===== config.mk =====
export PLATFORM = sky130hd
export DESIGN_NAME = detector_rx
export DESIGN_NICKNAME = d
export VERILOG_FILES = /design/src/rtl/detector_rx.sv
export SDC_FILE = /design/constraint.sdc
export NUM_CORES = 1
export LEC_CHECK = 0
export ABC_AREA = 1
export ABC_CLOCK_PERIOD_IN_PS = 8550
export CAP_MARGIN = 15
export CORE_MARGIN = 3
export CORE_UTILIZATION = 55
export DETAILED_ROUTE_END_ITERATION = 16
export GPL_TIMING_DRIVEN = 0
export PLACE_DENSITY_LB_ADDON = 0.2
export SLEW_MARGIN = 20
export SYNTH_ARGS = -nofsm -noshare
export SYNTH_HDL_FRONTEND = slang
export SYNTH_SLANG_ARGS = --single-unit

===== constraint.sdc =====
create_clock -name clk -period 8.55 [get_ports clk]
set_clock_uncertainty 0.2 [all_clocks]
set_input_delay 2.565 -clock clk [delete_from_list [all_inputs] [get_ports clk]]
set_output_delay 2.565 -clock clk [all_outputs]
set_load 0.02 [all_outputs]

===== src/rtl/detector_rx.sv =====
// Detector receive front end: frame-aligned pixel capture into a packetised
// valid/ready stream with sop/eop markers, frame geometry and sticky overflow.
module detector_rx #(
  parameter int DATA_WIDTH = 16,
  parameter int FIFO_DEPTH = 16,
  parameter int CNT_WIDTH  = 12
) (
  input  logic                  clk,
  input  logic                  rst,
  input  logic                  det_fval,
  input  logic                  det_lval,
  input  logic [DATA_WIDTH-1:0] det_data,
  output logic [DATA_WIDTH-1:0] dout_data,
  output logic                  dout_valid,
  input  logic                  dout_ready,
  output logic                  dout_sop,
  output logic                  dout_eop,
  output logic [CNT_WIDTH-1:0]  frame_width,
  output logic [CNT_WIDTH-1:0]  frame_height,
  output logic                  ovf,
  input  logic                  ovf_clr
);

  localparam int AW = $clog2(FIFO_DEPTH);
  localparam int EW = DATA_WIDTH + 2;
  localparam logic [CNT_WIDTH-1:0] CNT_MAX = '1;

  typedef enum logic [1:0] {WAIT_GAP, WAIT_FRAME, IN_FRAME} state_t;

  state_t state, state_nxt;
  logic   sample, enter, fval_fall;

  always_ff @(posedge clk) begin
    if (rst) state <= WAIT_GAP;
    else     state <= state_nxt;
  end

  // WAIT_GAP refuses to lock on until a frame gap is seen, so a partial frame
  // in flight at reset release is never captured.
  always_comb begin
    state_nxt = state;
    sample    = 1'b0;
    enter     = 1'b0;
    fval_fall = 1'b0;
    case (state)
      WAIT_GAP: begin
        if (!det_fval) state_nxt = WAIT_FRAME;
      end
      WAIT_FRAME: begin
        if (det_fval) begin
          state_nxt = IN_FRAME;
          enter     = 1'b1;
          sample    = det_lval;
        end
      end
      IN_FRAME: begin
        if (!det_fval) begin
          state_nxt = WAIT_FRAME;
          fval_fall = 1'b1;
        end else begin
          sample = det_lval;
        end
      end
      default: state_nxt = WAIT_GAP;
    endcase
  end

  logic [DATA_WIDTH-1:0] hold_data;
  logic                  hold_sop, hold_valid, got_pix, lval_q;
  logic                  push, push_eop;

  assign push     = hold_valid & (sample | fval_fall);
  assign push_eop = fval_fall;

  // The held pixel is only released once we know whether it ends the frame.
  always_ff @(posedge clk) begin
    if (rst) begin
      hold_data  <= '0;
      hold_sop   <= 1'b0;
      hold_valid <= 1'b0;
      got_pix    <= 1'b0;
      lval_q     <= 1'b0;
    end else begin
      lval_q <= det_lval;
      if (sample) begin
        hold_data  <= det_data;
        hold_sop   <= enter | ~got_pix;
        hold_valid <= 1'b1;
      end else if (fval_fall) begin
        hold_valid <= 1'b0;
      end
      if (enter)       got_pix <= sample;
      else if (sample) got_pix <= 1'b1;
    end
  end

  logic [CNT_WIDTH-1:0] pix_cnt, lin_cnt;
  logic                 lin_fall;

  assign lin_fall = (state == IN_FRAME) & det_fval & lval_q & ~det_lval;

  // pix_cnt only runs while no line has closed yet, i.e. during the first line.
  always_ff @(posedge clk) begin
    if (rst) begin
      pix_cnt      <= '0;
      lin_cnt      <= '0;
      frame_width  <= '0;
      frame_height <= '0;
    end else if (enter) begin
      pix_cnt <= sample ? CNT_WIDTH'(1) : '0;
      lin_cnt <= '0;
    end else if (state == IN_FRAME) begin
      if (fval_fall) begin
        frame_width <= pix_cnt;
        if (lval_q && lin_cnt != CNT_MAX) frame_height <= lin_cnt + 1'b1;
        else                              frame_height <= lin_cnt;
      end else begin
        if (sample && lin_cnt == '0 && pix_cnt != CNT_MAX) pix_cnt <= pix_cnt + 1'b1;
        if (lin_fall && lin_cnt != CNT_MAX)                lin_cnt <= lin_cnt + 1'b1;
      end
    end
  end

  logic [EW-1:0] mem [FIFO_DEPTH];
  logic [AW:0]   wr_ptr, rd_ptr;
  logic [EW-1:0] head;
  logic          empty, full, pop, wr_en, ovf_set;

  assign empty   = (wr_ptr == rd_ptr);
  assign full    = (wr_ptr[AW] != rd_ptr[AW]) && (wr_ptr[AW-1:0] == rd_ptr[AW-1:0]);
  assign pop     = ~empty & dout_ready;
  assign wr_en   = push & (~full | pop);
  assign ovf_set = push & full & ~pop;

  always_ff @(posedge clk) begin
    if (wr_en) mem[wr_ptr[AW-1:0]] <= {hold_data, hold_sop, push_eop};
  end

  always_ff @(posedge clk) begin
    if (rst) begin
      wr_ptr <= '0;
      rd_ptr <= '0;
      ovf    <= 1'b0;
    end else begin
      if (wr_en) wr_ptr <= wr_ptr + 1'b1;
      if (pop)   rd_ptr <= rd_ptr + 1'b1;
      ovf <= ovf_set | (ovf & ~ovf_clr);
    end
  end

  // Outputs are gated by valid so stale memory never shows after reset.
  assign head       = mem[rd_ptr[AW-1:0]];
  assign dout_valid = ~empty;
  assign dout_data  = dout_valid ? head[EW-1:2] : '0;
  assign dout_sop   = dout_valid & head[1];
  assign dout_eop   = dout_valid & head[0];

endmodule


==> impl_metrics.prom <==
# TYPE chip_impl_metric gauge
chip_impl_metric{name="global_routing_usage_summed_across_all_routing_layers",unit="%"} 25.7
chip_impl_metric{name="cts.sinks",unit=""} 373
chip_impl_metric{name="finish.net_count",unit=""} 1688
chip_impl_metric{name="synth.area.mux_share",unit="%"} 0
chip_impl_metric{name="crit_path_max_incr_delay",unit="ns"} 0.65
chip_impl_metric{name="dp.final_hpwl",unit="mm"} 26.7
chip_impl_metric{name="max_cap_viol_count",unit=""} 0
chip_impl_info{name="status",value="completed"} 1
chip_impl_metric{name="core.rowCount",unit=""} 62
chip_impl_info{name="timing.critical_path.mode_cell",value="nand2_1"} 1
chip_impl_metric{name="grt_first_pass_wirelength",unit="mm"} 61.7
chip_impl_metric{name="initial_utilization",unit="%"} 56.0
chip_impl_metric{name="drt-pass1-iter-count",unit=""} 5
chip_impl_metric{name="die_w",unit="µm"} 177
chip_impl_metric{name="post_route_cells_drive_above_1_share",unit="%"} 11.4
chip_impl_metric{name="tightest_slew",unit="ns"} 0.964
chip_impl_metric{name="ys_seq_area_share",unit="%"} 64.2
chip_impl_metric{name="post_cts_setup_buffers",unit=""} 0
chip_impl_metric{name="layout_worst_path_cycle_share",unit="%"} 67.7
chip_impl_metric{name="finalNonFillerCells",unit=""} 2066
chip_impl_metric{name="route.vias.total",unit=""} 11458
chip_impl_metric{name="crit_fanout",unit=""} 10
chip_impl_metric{name="finalWirelength",unit="mm"} 39.8
chip_impl_metric{name="timing.slew.headroom",unit="%"} 35.7
chip_impl_metric{name="critical_path_arrival",unit="ns"} 3.02
chip_impl_metric{name="clk_pin_slew",unit="ns"} 0.06
chip_impl_info{name="critical_path.endpoint",value="dout_data[14]"} 1
chip_impl_metric{name="totalNegativeSetupSlack",unit="ns"} 0
chip_impl_metric{name="synth-simple-area-share",unit="%"} 12.5
chip_impl_metric{name="number_of_buffers_inserted_during_clock_tree_synthesis",unit=""} 40
chip_impl_metric{name="post_synth_instance_area",unit="µm²"} 16100
chip_impl_info{name="regToRegStartpoint",value="state[0]$_SDFFE_PP0P_"} 1
chip_impl_metric{name="drt_drc",unit=""} 0
chip_impl_metric{name="max_freq",unit="MHz"} 173
chip_impl_info{name="rsz0062_at_grt",value="false"} 1
chip_impl_metric{name="detail_route.wl_per_cell",unit="µm"} 19.2
chip_impl_metric{name="die_area",unit="µm²"} 31400
chip_impl_metric{name="place_ws",unit="ns"} 3.02
chip_impl_metric{name="number_of_cells_on_the_worst_hold_path",unit=""} 1
chip_impl_metric{name="pin_count",unit=""} 66
chip_impl_metric{name="synth_adder_area_share",unit="%"} 1.01
chip_impl_info{name="post-synth-top-area-cell",value="edfxtp_1"} 1
chip_impl_metric{name="final_hold_viol_count",unit=""} 0
chip_impl_info{name="critical_path_end_type",value="output port"} 1
chip_impl_info{name="critical-path-slowest-cell",value="clkdlybuf4s50_1"} 1
chip_impl_metric{name="port_buffers",unit=""} 64
chip_impl_metric{name="average_cell_area_after_synthesis",unit="µm²"} 10.5
chip_impl_metric{name="synth.yosys.warnings",unit=""} 0
chip_impl_info{name="crit-reg2reg-capture",value="mem[14][14]$_DFFE_PP_"} 1
chip_impl_metric{name="placed_insts",unit=""} 1995
chip_impl_metric{name="worst_ir_drop_vdd",unit="mV"} 0.153
chip_impl_metric{name="total_power",unit="mW"} 5.15
chip_impl_metric{name="setup_slack",unit="ns"} 2.76
chip_impl_metric{name="cts_hold_buffers",unit=""} 0
chip_impl_metric{name="synth_compound_area_share",unit="%"} 13.4
chip_impl_metric{name="antenna_found_initial",unit=""} 0
chip_impl_metric{name="postSynthCellCount",unit=""} 1536
chip_impl_info{name="crit_path_start_kind",value="register"} 1
chip_impl_metric{name="gr-total-overflow",unit=""} 0
chip_impl_metric{name="syn_nets",unit=""} 1571
chip_impl_metric{name="synth_top_area_share",unit="%"} 53.7
chip_impl_metric{name="worst-r2r-setup-slack",unit="ns"} 5.44
chip_impl_info{name="timing.hold.worst.class",value="reg2reg"} 1
chip_impl_metric{name="die_h",unit="µm"} 177
chip_impl_metric{name="clock_tree.buffer_depth",unit=""} 3
chip_impl_metric{name="pwr_cell_area",unit="nW/µm²"} 276
chip_impl_metric{name="core_area",unit="µm²"} 28800
chip_impl_info{name="critical_path.cell_chain",value="buf_2 > clkinv_1 > buf_1 > nand2_1 > o21ai_1 > nand2_1 > nand2_1 > nor2_1 > clkdlybuf4s50_1"} 1
chip_impl_metric{name="vias_in_the_first_global_route",unit=""} 11279
chip_impl_info{name="path_class",value="reg2out"} 1
chip_impl_metric{name="report.final.setup_viol",unit=""} 0
chip_impl_metric{name="ff_latch_count_synth",unit=""} 373
chip_impl_metric{name="worst_skew_pair.late_latency",unit="ns"} 0.53
chip_impl_metric{name="insertedDiodeCount",unit=""} 0
chip_impl_metric{name="cts.htree.levels",unit=""} 2
chip_impl_metric{name="maxSlewViolCount",unit=""} 0
chip_impl_info{name="synth.area.top_cells",value="edfxtp_1, dfxtp_1, nand2_1, inv_1, a21oi_1"} 1
chip_impl_info{name="ctsRootBufferMaster",value="clkbuf_16"} 1
chip_impl_metric{name="avgViaCountPerCell",unit=""} 5.55
chip_impl_metric{name="synth-xor-area-share",unit="%"} 1.20
chip_impl_metric{name="post_cts_resize_count",unit=""} 0
chip_impl_metric{name="largest_net_degree_at_the_start_of_global_routing",unit=""} 26
chip_impl_metric{name="min_period",unit="ns"} 5.79
chip_impl_info{name="tritoncts_clock_tree",value="done"} 1
chip_impl_metric{name="crit_required",unit="ns"} 5.79
chip_impl_metric{name="antenna_violating_nets_post_route",unit=""} 0
chip_impl_metric{name="area_delta_synth_final",unit="%"} 15.8
chip_impl_metric{name="timing.reg2reg.worst_path_depth",unit=""} 9
chip_impl_metric{name="yosysUniqueCellTypes",unit=""} 34
chip_impl_metric{name="gpl.final_weighted_congestion",unit=""} 0.849
chip_impl_info{name="synth_top_family_by_area",value="compound AO/OA/AOI/OAI gates"} 1
chip_impl_metric{name="power_leakage",unit="nW"} 6.95
chip_impl_metric{name="starting_drt_drc_count",unit=""} 1072
==> worst min path at each step <==
stage / from / slack [ns] / endpoint
floorplan: got_pix$_SDFFE_PP0P_ / 0.21 / hold_sop$_SDFFE_PP0P_
global placement: got_pix$_SDFFE_PP0P_ / 0.23 / hold_sop$_SDFFE_PP0P_
detailed placement: got_pix$_SDFFE_PP0P_ / 0.23 / hold_sop$_SDFFE_PP0P_
CTS: got_pix$_SDFFE_PP0P_ / 0.25 / hold_sop$_SDFFE_PP0P_
global route: got_pix$_SDFFE_PP0P_ / 0.27 / got_pix$_SDFFE_PP0P_
finish: got_pix$_SDFFE_PP0P_ / 0.25 / hold_sop$_SDFFE_PP0P_
==> cell usage after synthesis <==
cell type,number
clkbuf_1,32
inv_2,4
nand3_1,100
o211ai_2,18
a21oi_1,141
o21ai_0,99
nor2_4,4
nand2_1,239
a31oi_1,1
nand2_2,6
buf_4,7
nor3_1,8
a21oi_2,24
nor2_2,2
nor2_1,106
xnor2_1,5
buf_1,5
edfxtp_1,288
buf_2,27
buf_8,1
a211oi_1,1
a211oi_2,1
o211ai_1,36
o21ai_1,42
clkinv_1,2
inv_1,198
a21boi_2,1
xor2_1,17
nand4_1,5
dfxtp_1,85
nand3b_1,2
nand3_2,4
ha_1,13
buf_6,12
==> worst max-delay path, delay by kind of cell (launching register included) <==
kind                   cells  cell delay (ns)
buffers and inverters      4             1.65
AND/OR/NAND/NOR            4             0.47
flip-flops                 1             0.31
AO/OA/AOI/OAI              1             0.08
==> cells by family (layout without fill, tap and decap cells) <==
group	count (synthesis)	in the layout
adders and majority gates	13	13
AOI/OAI and AO/OA	364	364
DFF	373	373
buffers and inverters	288	434
and+or+nand+nor	476	476
xor gates and xnor gates	22	22
==> state kept, by name (all words and copies together), names as in the netlist, named ones only <==
register / flops
frame_height: 12
hold_data: 16
frame_width: 12
lin_cnt: 12
hold_sop: 1
got_pix: 1
hold_valid: 1
lval_q: 1
ovf: 1
pix_cnt: 12
wr_ptr: 5
rd_ptr: 5
mem: 288
state: 2
==> layout make-up <==
class | count | area, µm²
Buffer | 84 | 477
Timing Repair Buffer | 75 | 772
Clock buffer | 58 | 1150
Clock inverter | 13 | 85.1
Fill cell | 2250 | 10100
Sequential cell | 373 | 10300
Tap cell | 384 | 480
Multi-Input combinational cell | 875 | 4590
Inverter | 204 | 766
==> routing by layer <==
| metal | GRT usage [%] | routed length [µm] | vias to the layer above | share of wire (%) |
|---|---|---|---|---|
| met3 | 3.71 | 2930 | 104 | 7.4 |
| li1 | - | - | 5462 | - |
| met4 | 10.3 | 1540 | 0 | 3.9 |
| met5 | 0 | 0 | - | 0 |
| met2 | 42.5 | 18800 | 487 | 47 |
| met1 | 34.4 | 16400 | 5405 | 41 |
==> power breakdown <==
group	total, mW	internal, mW	switching, mW	leakage, nW
clock network	1.64	0.959	0.676	0.605
registers	2.13	2.04	0.0887	3.34
logic	1.39	0.490	0.896	3.00
==> cell usage in the layout (no fill, tap or decap), drive strengths merged <==
| cell type | instances |
|---|---|
| clkdlybuf4s50 | 64 |
| clkinv | 13 |
| nand3b | 2 |
| edfxtp | 288 |
| inv | 202 |
| buf | 63 |
| xnor2 | 5 |
| o211ai | 54 |
| a31oi | 1 |
| o21ai | 141 |
| nor3 | 8 |
| a21boi | 1 |
| xor2 | 17 |
| nand2 | 245 |
| nand3 | 104 |
| dfxtp | 85 |
| clkinvlp | 1 |
| a211oi | 2 |
| bufinv | 1 |
| clkbuf | 90 |
| nand4 | 5 |
| a21oi | 165 |
| nor2 | 112 |
| ha | 13 |
==> stage by stage <==
stage	utilization (%)	hold slack, ns	cell area [µm²]
detailed placement	60.6	0.233	17400
global route	64.9	0.272	18700
global placement	59.9	0.229	17200
finish	64.9	0.246	18700
floorplan	-	0.214	16100
CTS	64.9	0.246	18700
(Power assumes the default switching activity.)
